==> src/rtl/aoc_day1_pkg.sv <==
// Shared types and default widths for the day-1 dial sequencer.
package aoc_day1_pkg;

    localparam int AMT_W_DEF = 32;
    localparam int CNT_W_DEF = 32;

    typedef enum logic [2:0] {
        ST_IDLE  = 3'd0,
        ST_CLEAR = 3'd1,
        ST_RUN   = 3'd2,
        ST_DRAIN = 3'd3,
        ST_DONE  = 3'd4
    } state_e;

    typedef struct packed {
        logic                 dir_r;
        logic [AMT_W_DEF-1:0] amount;
        logic                 last;
    } cmd_t;

endpackage

==> src/rtl/aoc_sync_fifo.sv <==
// Single-clock FIFO with occupancy counter; head word is presented combinationally.
module aoc_sync_fifo #(
    parameter int DEPTH = 8,
    parameter int WIDTH = 8
) (
    input  logic             clk_i,
    input  logic             rst_ni,
    input  logic             push_i,
    input  logic             pop_i,
    input  logic [WIDTH-1:0] wdata_i,
    output logic [WIDTH-1:0] rdata_o,
    output logic             full_o,
    output logic             empty_o
);
    localparam int AW = $clog2(DEPTH);

    logic [WIDTH-1:0] mem_q [DEPTH];
    logic [AW-1:0]    wptr_q, rptr_q;
    logic [AW:0]      cnt_q;
    logic             do_push, do_pop;

    assign full_o  = (cnt_q == (AW+1)'(DEPTH));
    assign empty_o = (cnt_q == '0);
    assign do_pop  = pop_i & ~empty_o;
    // a pop frees the slot in the same cycle, so push-while-full is accepted alongside it
    assign do_push = push_i & (~full_o | do_pop);
    assign rdata_o = mem_q[rptr_q];

    always_ff @(posedge clk_i or negedge rst_ni) begin
        if (!rst_ni) begin
            wptr_q <= '0;
            rptr_q <= '0;
            cnt_q  <= '0;
        end else begin
            if (do_push) wptr_q <= wptr_q + 1'b1;
            if (do_pop)  rptr_q <= rptr_q + 1'b1;
            case ({do_push, do_pop})
                2'b10:   cnt_q <= cnt_q + 1'b1;
                2'b01:   cnt_q <= cnt_q - 1'b1;
                default: cnt_q <= cnt_q;
            endcase
        end
    end

    always_ff @(posedge clk_i) begin
        if (do_push) mem_q[wptr_q] <= wdata_i;
    end

endmodule

==> src/rtl/aoc_day1_seq_ctrl.sv <==
// Feeds rotation commands from a FIFO into the dial datapath and latches the final zero count.
// Define AOC_SEQ_CHUNK_EN to split amounts above MAX_STEP into multiple beats.
//   state | meaning
//   IDLE  | waiting for start, commands may queue
//   CLEAR | one cycle of dp_rst, counters cleared
//   RUN   | issue one beat per cycle while FIFO non-empty
//   DRAIN | wait for datapath pipeline, then capture result
//   DONE  | result valid, start begins a new run
module aoc_day1_seq_ctrl
    import aoc_day1_pkg::*;
#(
    parameter int DEPTH    = 8,
    parameter int AMT_W    = AMT_W_DEF,
    parameter int CNT_W    = CNT_W_DEF,
    parameter int DP_LAT   = 2,
    parameter int MAX_STEP = 99
) (
    input  logic             clk_i,
    input  logic             rst_ni,
    input  logic             start_i,
    input  logic             cmd_valid_i,
    output logic             cmd_ready_o,
    input  logic             cmd_dir_r_i,
    input  logic [AMT_W-1:0] cmd_amount_i,
    input  logic             cmd_last_i,
    output logic             dp_rst_o,
    output logic             dp_en_o,
    output logic             dp_dir_r_o,
    output logic [AMT_W-1:0] dp_data_o,
    input  logic [CNT_W-1:0] dp_zero_count_i,
    output logic             busy_o,
    output logic             done_o,
    output logic [CNT_W-1:0] result_o,
    output logic [CNT_W-1:0] cmd_count_o
);
    localparam int        ENT_W      = AMT_W + 2;
    localparam logic [7:0] DRAIN_INIT = 8'(DP_LAT);

    state_e           state_q;
    logic             rdy_q;
    logic             full, empty, push, pop;
    logic [ENT_W-1:0] push_data, head;
    logic             head_dir, head_last;
    logic [AMT_W-1:0] head_amt, beat_amt;
    logic             beat_final;
    logic             dp_rst_q, dp_en_q, dp_dir_q;
    logic [AMT_W-1:0] dp_data_q;
    logic [CNT_W-1:0] result_q, cmd_count_q;
    logic [7:0]       drain_q;

    assign cmd_ready_o = rdy_q & ~full;
    assign push        = cmd_valid_i & cmd_ready_o;
    assign push_data   = {cmd_dir_r_i, cmd_amount_i, cmd_last_i};
    assign {head_dir, head_amt, head_last} = head;

    aoc_sync_fifo #(.DEPTH(DEPTH), .WIDTH(ENT_W)) u_fifo (
        .clk_i   (clk_i),
        .rst_ni  (rst_ni),
        .push_i  (push),
        .pop_i   (pop),
        .wdata_i (push_data),
        .rdata_o (head),
        .full_o  (full),
        .empty_o (empty)
    );

`ifdef AOC_SEQ_CHUNK_EN
    logic             rem_vld_q;
    logic [AMT_W-1:0] rem_q, cur_amt;

    assign cur_amt    = rem_vld_q ? rem_q : head_amt;
    assign beat_final = (cur_amt <= AMT_W'(MAX_STEP));
    assign beat_amt   = beat_final ? cur_amt : AMT_W'(MAX_STEP);

    always_ff @(posedge clk_i or negedge rst_ni) begin
        if (!rst_ni) begin
            rem_vld_q <= 1'b0;
            rem_q     <= '0;
        end else if (state_q == ST_RUN && !empty) begin
            if (beat_final) begin
                rem_vld_q <= 1'b0;
            end else begin
                rem_vld_q <= 1'b1;
                rem_q     <= cur_amt - AMT_W'(MAX_STEP);
            end
        end
    end
`else
    assign beat_final = 1'b1;
    assign beat_amt   = head_amt;
`endif

    assign pop = (state_q == ST_RUN) & ~empty & beat_final;

    always_ff @(posedge clk_i or negedge rst_ni) begin
        if (!rst_ni) begin
            state_q     <= ST_IDLE;
            rdy_q       <= 1'b0;
            dp_rst_q    <= 1'b0;
            dp_en_q     <= 1'b0;
            dp_dir_q    <= 1'b0;
            dp_data_q   <= '0;
            result_q    <= '0;
            cmd_count_q <= '0;
            drain_q     <= '0;
        end else begin
            rdy_q    <= 1'b1;
            dp_rst_q <= 1'b0;
            dp_en_q  <= 1'b0;
            case (state_q)
                ST_IDLE, ST_DONE: begin
                    if (start_i) begin
                        state_q     <= ST_CLEAR;
                        dp_rst_q    <= 1'b1;
                        result_q    <= '0;
                        cmd_count_q <= '0;
                    end
                end
                ST_CLEAR: state_q <= ST_RUN;
                ST_RUN: begin
                    if (!empty) begin
                        dp_en_q   <= 1'b1;
                        dp_dir_q  <= head_dir;
                        dp_data_q <= beat_amt;
                        if (beat_final) begin
                            if (cmd_count_q != '1) cmd_count_q <= cmd_count_q + CNT_W'(1);
                            if (head_last) begin
                                state_q <= ST_DRAIN;
                                drain_q <= DRAIN_INIT;
                            end
                        end
                    end
                end
                ST_DRAIN: begin
                    if (drain_q == '0) begin
                        result_q <= dp_zero_count_i;
                        state_q  <= ST_DONE;
                    end else begin
                        drain_q <= drain_q - 8'd1;
                    end
                end
                default: state_q <= ST_IDLE;
            endcase
        end
    end

    assign dp_rst_o    = dp_rst_q;
    assign dp_en_o     = dp_en_q;
    assign dp_dir_r_o  = dp_dir_q;
    assign dp_data_o   = dp_data_q;
    assign result_o    = result_q;
    assign cmd_count_o = cmd_count_q;
    assign busy_o      = (state_q == ST_CLEAR) || (state_q == ST_RUN) || (state_q == ST_DRAIN);
    assign done_o      = (state_q == ST_DONE);

endmodule

==> config.mk <==
export PLATFORM = sky130hd
export DESIGN_NAME = aoc_day1_seq_ctrl
export DESIGN_NICKNAME = d
export VERILOG_FILES = /design/src/rtl/aoc_day1_pkg.sv /design/src/rtl/aoc_sync_fifo.sv /design/src/rtl/aoc_day1_seq_ctrl.sv
export SDC_FILE = /design/constraint.sdc
export NUM_CORES = 1
export LEC_CHECK = 0
export BUFFER_PORTS_ARGS = -buffer_cell sky130_fd_sc_hd__clkbuf_2
export CORE_MARGIN = 1
export CORE_UTILIZATION = 59
export DETAILED_ROUTE_END_ITERATION = 10
export PLACE_DENSITY = 0.85
export SKIP_LAST_GASP = 1
export SLEW_MARGIN = 0
export SYNTH_ARGS = -nofsm -noshare
export SYNTH_HDL_FRONTEND = slang
export SYNTH_SLANG_ARGS = --single-unit
==> constraint.sdc <==
create_clock -name clk_i -period 6.58 [get_ports clk_i]
set_clock_uncertainty 0.05 [all_clocks]
set_input_delay 0.658 -clock clk_i [delete_from_list [all_inputs] [get_ports clk_i]]
set_output_delay 0.658 -clock clk_i [all_outputs]
set_load 0.02 [all_outputs]
# Word level (Yosys, flattened, before mapping)
# Memories as Yosys holds them, arrays and structs flattened.
# Index checks and enable logic that the tools add are counted.
[op_classes]
add_sub_neg = 6
n_eq_ne = 14
n_mux = 22
bitwise = 8
reduce_logical = 15
[op_table]
columns = ["op", "count"]
rows = [
  ["32-bit 2-to-1 mux", 4],
  ["32-bit one-hot mux with 2 select lines", 2],
  ["32-bit by 1-bit adder with 32-bit output, second input constant", 1],
  ["32-bit inequality test, second input constant", 1],
  ["8-bit 2-to-1 mux", 3],
  ["8-bit one-hot mux with 2 select lines", 1],
  ["3-bit 2-to-1 mux", 4],
  ["3-bit one-hot mux with 4 select lines", 1],
  ["4-bit AND reduction", 3],
  ["2-bit inequality test, second input constant", 5],
  ["8-bit logical NOT", 1],
  ["4-bit one-hot mux with 2 select lines", 1],
  ["2-bit nonzero test", 4],
  ["8-bit by 1-bit subtractor with 8-bit output, second input constant", 1],
  ["3-bit by 1-bit adder with 3-bit output, second input constant", 2],
  ["3-bit by 2-bit == test with 1-bit output, second input constant", 2],
  ["1-bit 2-to-1 mux", 6],
  ["1-bit bitwise AND", 5],
  ["4-bit by 1-bit adder with 4-bit output, second input constant", 1],
  ["4-bit == test, second input constant", 1],
  ["4-bit logical NOT", 1],
  ["4-bit by 1-bit subtractor with 4-bit output, second input constant", 1],
  ["3-bit by 1-bit == test with 1-bit output, second input constant", 1],
  ["3-bit == test, second input constant", 1],
  ["10 further kinds", 12],
]
[totals]
ff_bits = 121
mem_bits_rw = 272
in_bits = 70
output_inout_bits = 102
mem_count = 1
[memory_table]
columns = ["name", "words", "word_bits", "read_ports", "rd_clocked_by_memory_dff", "write_ports", "line_no", "source"]
rows = [
  ["u_fifo.mem_q", 8, 34, 1, 0, 1, "aoc_sync_fifo.sv:17", "logic [WIDTH-1:0] mem_q [DEPTH];"],
]

# Depth between registers and ports, before layout
[logic_depth]
depth_word = 8
depth_mapped = 12

# Modules after synthesis
# From an unflattened synthesis, not the netlist that was laid out.
[hier_totals]
hier_cells = 1027
area_unflattened_um2 = 16047.9
[by_module_without_submodules]
columns = ["module", "n_inst", "cells_each", "area_each_um2", "seq_area_each_um2"]
rows = [
  ["aoc_sync_fifo", 1, 463, 10900.5, 8418.1],
  ["aoc_day1_seq_ctrl", 1, 564, 5147.4, 2777.7],
]

# Worst setup path before layout
# OpenSTA, ideal clock, no wires.
[synth_path]
path_kind = "flip-flop to flip-flop"
start = "reg u_fifo.cnt_q[1]"
end = "mem u_fifo.mem_q[0][0] (netlist name), enable pin"
setup_ns = 0.467
arrival_time_ns = 3.902
t_required_ns = 6.063
setup_slack_ns = 2.160
stages_incl_launch_ff = 7
path_buffers = 1
synth_period_minus_slack_ns = 4.420
path_cell_list = "dfrtp_1 > clkbuf_1 > nor3_1 > a21boi_0 > and2_1 > nand2b_1 > nor3_1"
[synth_between]
word_cells_on_any_way = 12
cone_classes = "1 x eq/ne; 2 x mux; 8 x bitwise; 1 x reduce/logical"
[synth_rtl]
columns = ["element", "line_no", "source"]
rows = [
  ["start: declaration", "aoc_sync_fifo.sv:19", "logic [AW:0] cnt_q;"],
  ["start signal: assignment", "aoc_sync_fifo.sv:38", "2'b10: cnt_q <= cnt_q + 1'b1;"],
  ["start signal: assignment", "aoc_sync_fifo.sv:39", "2'b01: cnt_q <= cnt_q - 1'b1;"],
  ["start signal: assignment", "aoc_sync_fifo.sv:40", "default: cnt_q <= cnt_q;"],
  ["4-bit == test", "aoc_sync_fifo.sv:22", "assign full_o = (cnt_q == (AW+1)'(DEPTH));"],
  ["1-bit NOT", "aoc_day1_seq_ctrl.sv:51", "assign cmd_ready_o = rdy_q & ~full;"],
  ["1-bit bitwise AND", "aoc_day1_seq_ctrl.sv:51", ""],
  ["via cmd_ready_o", "aoc_day1_seq_ctrl.sv:22", "output logic cmd_ready_o,"],
  ["1-bit bitwise AND", "aoc_day1_seq_ctrl.sv:52", "assign push = cmd_valid_i & cmd_ready_o;"],
  ["1-bit bitwise AND", "aoc_sync_fifo.sv:26", "assign do_push = push_i & (~full_o | do_pop);"],
  ["1-bit 2-to-1 mux", "aoc_sync_fifo.sv:46", "if (do_push) mem_q[wptr_q] <= wdata_i;"],
  ["1-bit 2-to-1 mux (not written as such)", "aoc_sync_fifo.sv:46", ""],
  ["end: declaration", "aoc_sync_fifo.sv:17", ""],
]
# The timed path passes the listed nets, and every way through them passes these cells.

# Final worst setup path
[layout_path]
start = "reg u_fifo.cnt_q[0]"
end = "reg u_fifo.cnt_q[2]"
[layout_between]
elab_chain_cells = 8
word_cells_on_any_way = 16
cone_classes = "2 x add/sub; 3 x eq/ne; 1 x mux; 8 x bitwise; 2 x reduce/logical"
[layout_rtl]
columns = ["element", "line_no", "source"]
rows = [
  ["4-bit logical NOT (*)", "aoc_sync_fifo.sv:23", "assign empty_o = (cnt_q == '0);"],
  ["1-bit NOT (no source line) (*)", "-", ""],
  ["1-bit bitwise AND (*)", "aoc_day1_seq_ctrl.sv:93", "assign pop = (state_q == ST_RUN) & ~empty & beat_final;"],
  ["via pop", "aoc_day1_seq_ctrl.sv:41", "logic full, empty, push, pop;"],
  ["1-bit bitwise AND (*)", "aoc_sync_fifo.sv:24", "assign do_pop = pop_i & ~empty_o;"],
  ["1-bit bitwise OR", "aoc_sync_fifo.sv:26", ""],
  ["1-bit bitwise AND", "aoc_sync_fifo.sv:26", ""],
  ["2-bit by 1-bit == test with 1-bit output / 2-bit == test (equally long branches)", "aoc_sync_fifo.sv:37", "case ({do_push, do_pop})"],
  ["4-bit one-hot mux with 2 select lines / 2-bit nonzero test (equally long branches)", "-", ""],
]
# The timed path passes the listed nets; every way through them passes the cells marked *.
# A chain may end at the register's enable or synchronous reset.

==> summary.txt <==
Status
  – Status: finished, final reports clean

Logic synthesis
  – Post-synthesis cell type count: 56
  – FFs w/ async S/R, synth: 30.8%
  – Syn_nets: 1056
  – Yosys top cell area share: 52.4%
  – Synthesized area per cell: 15.9 µm²
  – Most frequent cells after synthesis: edfxtp_1, nand2_1, dfrtp_1
  – Flops & latches, synth: 393
  – Top_reg_cell synth: edfxtp_1
  – Yosys warning count: 0
  – Mapped cell area: 0.0156 mm²
  – Synth area leaders: edfxtp_1, dfrtp_1, mux4_2
  – Post-Syn Instances: 979
  – Number of synthesized flops with an enable pin: 272
  – Count leader, synth: edfxtp_1
  – Share of the yosys chip area belonging to registers: 71.9%
  – Largest area contributor in the netlist: edfxtp_1

Power
  – Worst VDD drop: 0.380 mV
  – Seq pwr share: 43.0%
  – Logic pwr share: 27.4%
  – Switching power: 2.54 mW
  – Internal: 5.31 mW
  – Leakage: 6.91 nW
  – P per Cell Area: 432 mW/mm²
  – Switching share of power: 32.3%
  – Clk pwr share: 29.7%

Timing
  – F_max: 267 MHz
  – Tcrit/Tclk final: 57.0%
  – Setup TNS: 0 ns
  – Max-slew headroom: 26.3%
  – Hold Vio Cnt, Final: 0
  – RSZ-0062 raised after global routing: no
  – Fin. max-slew vios: 0
  – Least-Margin Pin Slew: 1.10 ns
  – Final setup margin: 2.83 ns
  – Clock period minus worst slack: 3.75 ns
  – Final setup vio count: 0

Detailed routing
  – Vias/cell: 6.20
  – Initial DRC Count: 1054
  – Vias: 9437
  – Final wirelength: 35600 µm
  – Detail Route Antenna Nets: 0
  – DRC: 0
  – Avg WL per Cell: 23.4 µm
  – Drt pass-1 iters: 6

Global route
  – Vias in the first global route: 9279
  – Most Crowded Layer GR: met2
  – Total gr overflow: 0
  – Largest net degree at the start of global routing: 80
  – Met1 Usage GRT: 32.2%
  – GR met3 Demand/Resource: 5.85%
  – Global Route Usage Sum: 26.5%
  – Met2 GRT Util: 46.0%
  – Initial antenna violation count: 3
  – First-pass GRT wire length: 52400 µm

CTS
  – CTS root buffer: clkbuf_16
  – Max Buffers Root-to-Sink: 3
  – Clock sink total: 393
  – Setup bufs post-CTS: 0
  – Worst-Skew Late Latency: 0.52 ns
  – CTS buffer count: 39
  – H-Tree Depth: 2
  – Cts hold-fix bufs: 0
  – CTS tree: yes
  – Clock transition at path regs: 0.06 ns
  – Post-cts resize count: 0

Cells and area
  – Final nets: 1233
  – Design area: 0.0182 mm²
  – Fill cells: 1608
  – Area grow syn2layout: 16.6%
  – Layout cells sized above 1: 28.8%
  – Final Util: 69.9%

Run
  – Maximum capacitance violations: 0

Floorplan
  – Width of the die: 164 µm
  – # rows: 59
  – Top-Level Pins: 172
  – Die boundary height: 164 µm
  – Initial Util: 59.9%
  – Die area: 0.0271 mm²
  – Core Box Area: 0.0260 mm²

Critical path
  – Crit Path Class: flop to flop
  – CP most frequent cell: xor2_1
  – Crit-path leading delay family: buffers and inverters
  – WP data arrival: 4.11 ns
  – Worst-path maximum fanout: 79
  – Reg2reg start: u_fifo.cnt_q[0]
  – CP peak stage delay: 0.64 ns
  – R2R Setup Slk: 2.83 ns
  – CP max-delay cell: buf_4
  – Reg2Reg Depth: 11
  – Critical path startpoint category: flop
  – Worst path bufs/invs: 2
  – Required time of the critical path: 6.94 ns
  – Crit. End Element: flop
  – Worst reg2reg endpoint: u_fifo.cnt_q[2]
  – CP Cell Sequence: nor4_1, or3_2, buf_4, clkinv_1, ha_1, xor2_1, ha_1, a21oi_1, xor2_1, nor2_1, xor2_1

Placed design
  – GP Congestion: 0.957
  – IO Port Bufs: 171
  – Final HPWL DP: 19400 µm
  – Setup WS pre-CTS: 2.86 ns
  – Area after DPL: 0.0168 mm²

Min path
  – Hold WC Path Type: input pin to asynchronous set/reset pin
==> sequential cells by signal, indices dropped and copies added, names as in the netlist <==
name / cells
rdy_q: 1
result_o: 32
u_fifo.cnt_q: 4
u_fifo.wptr_q: 3
dp_data_o: 32
u_fifo.rptr_q: 3
cmd_count_o: 32
u_fifo.mem_q: 272
dp_en_o: 1
dp_rst_o: 1
state_q: 3
drain_q: 8
dp_dir_r_o: 1
==> worst reg2reg max path, stage by stage (launching register included) <==
cell and delay, ns:
dfrtp_1 0.44, nor4_1 0.42, or3_2 0.19, buf_4 0.64, clkinv_1 0.56, ha_1 0.43
xor2_1 0.17, ha_1 0.19, a21oi_1 0.16, xor2_1 0.19, nor2_1 0.07, xor2_1 0.14
==> metal layers <==
layer	wire length (µm)	vias to the layer above
met5	29	-
met4	1080	4
met3	3100	87
met2	18400	485
met1	13000	4748
li1	-	4113
==> final cells by class <==
cell class,instances,area [µm²],share of cell area [%]
clock buffer,45,998,5.50
antenna,1,2.50,0.0138
multi-input combinational,526,4180,23.0
tap,335,419,2.31
timing repair buffer,184,960,5.28
inverter,12,45.0,0.248
clock inverter,26,354,1.95
sequential,393,11200,61.7
==> placed cells by master (no fill, tap or decap), types with 4 or more instances in the layout <==
cell type	n
a31oi_1	13
nor2_4	6
clkbuf_16	39
buf_4	13
ha_1	7
xnor2_1	4
mux2i_1	33
nor3_1	10
and3_1	5
xor2_1	4
and2_1	5
dfrtp_1	118
or3_1	5
edfxtp_1	272
a21oi_1	15
inv_1	11
nand4_1	7
clkbuf_2	170
nand3_1	21
a21o_1	6
nand2b_1	7
clkbuf_1	6
clkinv_2	8
o21ai_0	102
clkinv_1	6
mux4_2	68
o21ai_1	6
nand2_1	128
nor2_1	20
bufinv_16	8
==> metrics by stage <==
stage | std cells | hold WS [ns] | total power [mW]
floorplan | 979 | 0.312 | 4.87
global placement | 1450 | 0.411 | 5.42
detailed placement | 1450 | 0.420 | 5.52
CTS | 1521 | 0.0770 | 7.89
global route | 1522 | 0.0921 | 8.21
finish | 1522 | 0.0411 | 7.84
==> how the worst max path moves through the flow <==
stage                     from                  to  slack (ns)  cells past startpoint
3_5_place_dp   u_fifo.cnt_q[0]     u_fifo.cnt_q[2]        2.86                     11
2_1_floorplan  u_fifo.cnt_q[1]  u_fifo.mem_q[0][0]        2.16                      6
5_1_grt        u_fifo.cnt_q[0]     u_fifo.cnt_q[2]        2.49                     11
6_report       u_fifo.cnt_q[0]     u_fifo.cnt_q[2]        2.83                     11
3_3_place_gp   u_fifo.cnt_q[0]     u_fifo.cnt_q[2]        3.00                     11
4_1_cts        u_fifo.cnt_q[0]     u_fifo.cnt_q[2]        2.83                     11
==> power by group through the flow <==
stage                     registers (mW)  clock network [mW]  logic [mW]
final                               3.37                2.33        2.15
after global routing                3.41                2.45        2.34
after CTS                           3.37                2.36        2.17
after detailed placement            3.40                   0        2.12
after global placement              3.38                   0        2.04
after floorplan                     3.39                   0        1.48
==> cells by family after synthesis <==
logic type	synth area share, %
other cells	0.0241
fa+ha+maj	0.562
buf+inv	1.66
flops	71.9
simple gates	7.36
compound gates	5.98
mux	12.1
xor+xnor	0.450
(Power assumes the default switching activity.)
